===== config.mk =====
export PLATFORM = sky130hd
export DESIGN_NAME = clint
export DESIGN_NICKNAME = d
export VERILOG_FILES = /design/src/rtl/clint.sv
export SDC_FILE = /design/constraint.sdc
export NUM_CORES = 1
export LEC_CHECK = 0
export BUFFER_PORTS_ARGS = -buffer_cell sky130_fd_sc_hd__buf_4
export CELL_PAD_IN_SITES_DETAIL_PLACEMENT = 1
export CELL_PAD_IN_SITES_GLOBAL_PLACEMENT = 1
export CORE_MARGIN = 1
export CORE_UTILIZATION = 40
export DETAILED_ROUTE_END_ITERATION = 6
export PLACE_DENSITY = 0.73
export SYNTH_ARGS = -nofsm -noshare
export SYNTH_HDL_FRONTEND = slang
export SYNTH_SLANG_ARGS = --single-unit

===== constraint.sdc =====
create_clock -name clk -period 2.2 [get_ports clk]
set_input_delay 0.22 -clock clk [delete_from_list [all_inputs] [get_ports clk]]
set_output_delay 0.22 -clock clk [all_outputs]
set_load 0.01 [all_outputs]

===== src/rtl/clint.sv =====
// Core-local interruptor: 64-bit mtime/mtimecmp timer and msip software
// interrupt behind a single-cycle-response memory slave port.
module clint #(
   parameter int unsigned RTC_DIV      = 1,
   parameter logic [15:0] OFF_MSIP     = 16'h0000,
   parameter logic [15:0] OFF_MTIMECMP = 16'h4000,
   parameter logic [15:0] OFF_MTIME    = 16'hBFF8
) (
   input  logic        rst,
   input  logic        clk,
   input  logic        memory_valid,
   input  logic        memory_instr,
   input  logic [31:0] memory_addr,
   input  logic [31:0] memory_wdata,
   input  logic [3:0]  memory_wstrb,
   output logic [31:0] memory_rdata,
   output logic        memory_ready,
   output logic        timer_irpt,
   output logic        soft_irpt
);

   typedef enum logic {IDLE, RESP} state_t;

   localparam logic [15:0] DIV_M1    = 16'(RTC_DIV - 1);
   localparam logic [13:0] W_MSIP    = OFF_MSIP[15:2];
   localparam logic [13:0] W_CMP_LO  = OFF_MTIMECMP[15:2];
   localparam logic [13:0] W_CMP_HI  = OFF_MTIMECMP[15:2] + 14'd1;
   localparam logic [13:0] W_TIME_LO = OFF_MTIME[15:2];
   localparam logic [13:0] W_TIME_HI = OFF_MTIME[15:2] + 14'd1;

   state_t      state;
   logic [15:0] presc;
   logic [63:0] mtime;
   logic [63:0] mtimecmp;
   logic        msip;

   logic        tick;
   logic        wr;
   logic [13:0] woff;
   logic [31:0] wmask;
   logic [31:0] rd;
   logic        sel_msip, sel_cmp_lo, sel_cmp_hi;
   logic        sel_time_lo, sel_time_hi;

   wire unused = ^{memory_instr, memory_addr[31:16], memory_addr[1:0]};

   function automatic logic [31:0] merge(input logic [31:0] old,
                                         input logic [31:0] val,
                                         input logic [31:0] mask);
      return (old & ~mask) | (val & mask);
   endfunction

   always_comb begin
      woff        = memory_addr[15:2];
      tick        = (presc == DIV_M1);
      wr          = (state == IDLE) && memory_valid && (|memory_wstrb);
      wmask       = {{8{memory_wstrb[3]}}, {8{memory_wstrb[2]}},
                     {8{memory_wstrb[1]}}, {8{memory_wstrb[0]}}};
      sel_msip    = (woff == W_MSIP);
      sel_cmp_lo  = (woff == W_CMP_LO);
      sel_cmp_hi  = (woff == W_CMP_HI);
      sel_time_lo = (woff == W_TIME_LO);
      sel_time_hi = (woff == W_TIME_HI);
      rd          = 32'h0;
      case (1'b1)
         sel_msip:    rd = {31'h0, msip};
         sel_cmp_lo:  rd = mtimecmp[31:0];
         sel_cmp_hi:  rd = mtimecmp[63:32];
         sel_time_lo: rd = mtime[31:0];
         sel_time_hi: rd = mtime[63:32];
         default:     rd = 32'h0;
      endcase
   end

   always_ff @(posedge clk) begin
      if (rst) begin
         state        <= IDLE;
         presc        <= '0;
         mtime        <= '0;
         mtimecmp     <= '1;
         msip         <= 1'b0;
         memory_ready <= 1'b0;
         memory_rdata <= '0;
         timer_irpt   <= 1'b0;
         soft_irpt    <= 1'b0;
      end else begin
         presc      <= tick ? '0 : presc + 16'd1;
         timer_irpt <= (mtime >= mtimecmp);
         soft_irpt  <= msip;

         // A write to either mtime half suppresses that cycle's increment.
         if (wr && sel_time_lo)
            mtime <= {mtime[63:32], merge(mtime[31:0], memory_wdata, wmask)};
         else if (wr && sel_time_hi)
            mtime <= {merge(mtime[63:32], memory_wdata, wmask), mtime[31:0]};
         else if (tick)
            mtime <= mtime + 64'd1;

         if (wr && sel_cmp_lo)
            mtimecmp[31:0] <= merge(mtimecmp[31:0], memory_wdata, wmask);
         if (wr && sel_cmp_hi)
            mtimecmp[63:32] <= merge(mtimecmp[63:32], memory_wdata, wmask);
         if (wr && sel_msip && memory_wstrb[0])
            msip <= memory_wdata[0];

         case (state)
            IDLE: begin
               if (memory_valid) begin
                  state        <= RESP;
                  memory_ready <= 1'b1;
                  memory_rdata <= rd;
               end
            end
            RESP: begin
               state        <= IDLE;
               memory_ready <= 1'b0;
            end
            default: begin
               state        <= IDLE;
               memory_ready <= 1'b0;
            end
         endcase
      end
   end

endmodule


==> reports/metrics.yaml <==
drt:
  wl_met1_mm: 18.5
  via_per_inst: 6.28
  wl_met2_mm: 22.2
  routed_wl_mm: 44.9
  via_count: 11901
  wl_per_cell_um: 23.7
  top_layer: "met5"
  drtPass1Iterations: 7
  ant_nets: 0
  drc: 0
  route.met3.wl_mm: 2.48
  drt_iter0_markers: 866
worst_setup_path:
  crit_path_end_kind: "register"
  arrival_ns: 2.63
  crit_family: "compound AO/OA/AOI/OAI gates"
  crit_fanout: 6
  cp-start-kind: "register"
  cpPeakStageDelay_ns: 0.36
  worstSetupPathType: "reg2reg"
  cp_common_cell: "buf_4"
  critPathBufInv: 4
  cp.required_ns: 2.52
  crit_chain: "inv_2, ha_4, nor4b_4, buf_4, nand4_4, buf_6, a21oi_4, buf_4, a31oi_2, a221oi_2, nor2_1"
  crit_slowest_cell: "a221oi_2"
clock_network:
  cts.sinks: 181
  ctsRootBufferMaster: "clkbuf_16"
  clkLatencyLatePin_ns: 0.45
  ctsHoldBuffers: 0
  cts_buffer_depth: 2
  cts_made_buffers: 17
  clk_pin_slew_worst_paths_ns: 0.08
  cts_tree: "done"
  clock_tree.htree_level_count: 4
power_and_ir_drop:
  power_w: 0.00744
  p_per_area_nw_per_um2: 514
  power_leakage_nw: 6.45
  peakVddDrop_mv: 0.494
yosys:
  yosys_warnings: 0
  synth_ff_type: "dfxtp_1"
  synth_cells: 1297
  seq_area_frac_synth_pct: 34.6
  ys_ff_latch: 181
  synth_area_um2: 10500
  synth_edf_count: 0
  avgSynthCellArea_um2: 8.07
  async_reset_ff_share_pct: 0
  syn-num-nets: 1436
  ys_types: 63
cells_and_area:
  diodes: 0
  design_area_um2: 14500
  n_fill_cell: 2998
  stdcell_count: 1896
  layout.area.seq_um2: 3640
  layout_common_cells: "293 x buf_4, 168 x dfxtp_1, 136 x nand2_1"
  drive_gt1_share_pct: 31.0
  layout_commonest_cell: "buf_4"
  multi_input_area_um2: 6820
  area_delta_synth_final_pct: 38.3
  layout.nets: 1693
floorplanning:
  dieArea_um2: 26800
  fp-row-count: 58
  start_util_pct: 41.2
  ios: 107
  coreArea_um2: 25400
  die_x_um: 164
  die_y_um: 164
grt:
  antenna_found_initial: 1
  grt_pass1_vias: 11820
  grt_pass1_wl_mm: 65.0
  grt_overflow_total: 0
  groute.usage.overall_pct: 31.7
  grt_max_degree: 42
flow_run:
  maxCapViolCount: 0
run_status:
  violations: "negative setup slack"
  status: "finished, violations left"
sta:
  max_freq_ghz: 0.433
  post-route-period-util_pct: 105
  finalHoldViolCount: 0
  setup_viol: 20
  fin_ws_ns: -0.111
  slew_viol_final: 0
  grt_setup_unrepaired: "true"
  max-slew-margin-rel_pct: 63.9
  worst_slew_pin_slew_ns: 0.535
  finClkSkew_ns: 0.0147
  tns_ns: -0.799
  layout_min_cycle_time_ns: 2.31
place:
  port_buffers: 87
  dp_slack_ns: -0.275
  dp.cells: 1843
  place_hpwl_mm: 30.2
  place_congestion: 0.924
  dpl_cell_area_um2: 13000
hold_path:
  hold_class: "in2reg"
-- path summary, 6_finish.rpt --
kind | slack (ns) | startpoint | cells past startpoint | endpoint
max | -0.11 | presc[1] | 11 | register
min | 0.02 | rst | 2 | soft_irpt
max reg2reg | -0.11 | presc[1] | 11 | register
min reg2reg | 0.47 | state | 1 | memory_ready
-- cell families (layout without fill, tap and decap cells) --
kind of cell,Yosys count,in the layout,share of synthesized area [%]
simple gates,469,469,22.3
mux,12,12,1.17
buf+inv,164,433,6.07
flops,181,181,34.6
fa+ha+maj,67,67,8.01
xor+xnor,15,15,1.26
compound gates,389,389,26.6
-- cell usage after synthesis (all sizes together), types with 3 or more instances --
cell type / count / area share (%)
dfxtp: 181 / 35
nand2: 141 / 5.1
nor2: 110 / 4.0
inv: 80 / 2.9
a221oi: 69 / 5.8
o211ai: 68 / 4.9
a21oi: 67 / 3.2
ha: 67 / 8.0
clkbuf: 65 / 2.3
o21ai: 58 / 2.8
nand3: 45 / 2.2
nor3: 35 / 2.0
and3: 32 / 1.9
nand4: 32 / 2.0
a22o: 30 / 2.5
a211oi: 21 / 1.6
nor4: 21 / 1.6
buf: 19 / 0.86
a22oi: 12 / 0.86
and2: 12 / 0.72
a21o: 11 / 0.79
mux2i: 10 / 0.96
xor2: 9 / 0.75
a31oi: 8 / 0.48
and4: 8 / 0.67
nor2b: 7 / 0.42
or3: 6 / 0.36
xnor2: 6 / 0.50
a311oi: 5 / 0.42
nand2b: 5 / 0.30
nor3b: 5 / 0.36
o21a: 5 / 0.36
a41oi: 4 / 0.33
o221ai: 4 / 0.33
o31ai: 4 / 0.29
or2: 4 / 0.24
a2111oi: 3 / 0.31
a221o: 3 / 0.29
o311a: 3 / 0.29
o41ai: 3 / 0.25
or4: 3 / 0.22
-- report_power, final --
group	leakage, nW	internal, W	switching, W
clock network	0.319	0.00206	0.00151
logic	4.66	0.000217	0.000329
registers	1.47	0.00330	0.0000192
total	6.45	0.00559	0.00186
-- area by class of cell --
| cell class | instances | share of cell area (%) |
|---|---|---|
| inverters | 80 | 2.07 |
| repair buffers | 322 | 18.3 |
| multi-input cells | 952 | 47.1 |
| clock inverters | 13 | 1.50 |
| well taps | 330 | 2.85 |
| flip-flops and latches | 181 | 25.1 |
| clock buffers | 18 | 3.03 |
-- metal layers --
| layer | track usage, % | vias up |
|---|---|---|
| met5 | 0 | - |
| met2 | 54.6 | 472 |
| li1 | - | 5384 |
| met3 | 5.35 | 123 |
| met4 | 13.5 | 2 |
| met1 | 38.8 | 5920 |
-- worst register-to-register path, cell delays in order, from the launching register on --
cell and delay, ns:
dfxtp_2 0.33, inv_2 0.06, ha_4 0.12, nor4b_4 0.18, buf_4 0.16, nand4_4 0.15, buf_6 0.19, a21oi_4 0.22
buf_4 0.19, a31oi_2 0.09, a221oi_2 0.37, nor2_1 0.11
-- repair_timing --
item                       4_1_cts  5_1_grt
setup endpoints to repair       56       61
gates resized for setup         49      116
setup buffers                   13       10
pin swaps                       18       48
-- metrics by stage --
| stage | hold slack, ns | utilization, % |
|---|---|---|
| after floorplan | 0.359 | - |
| after global placement | 0.442 | 51.0 |
| after detailed placement | 0.440 | 51.0 |
| after CTS | 0.0111 | 54.9 |
| after global routing | 0.00806 | 57.0 |
| final | 0.0180 | 57.0 |
Power figures use the tool's default switching activity.
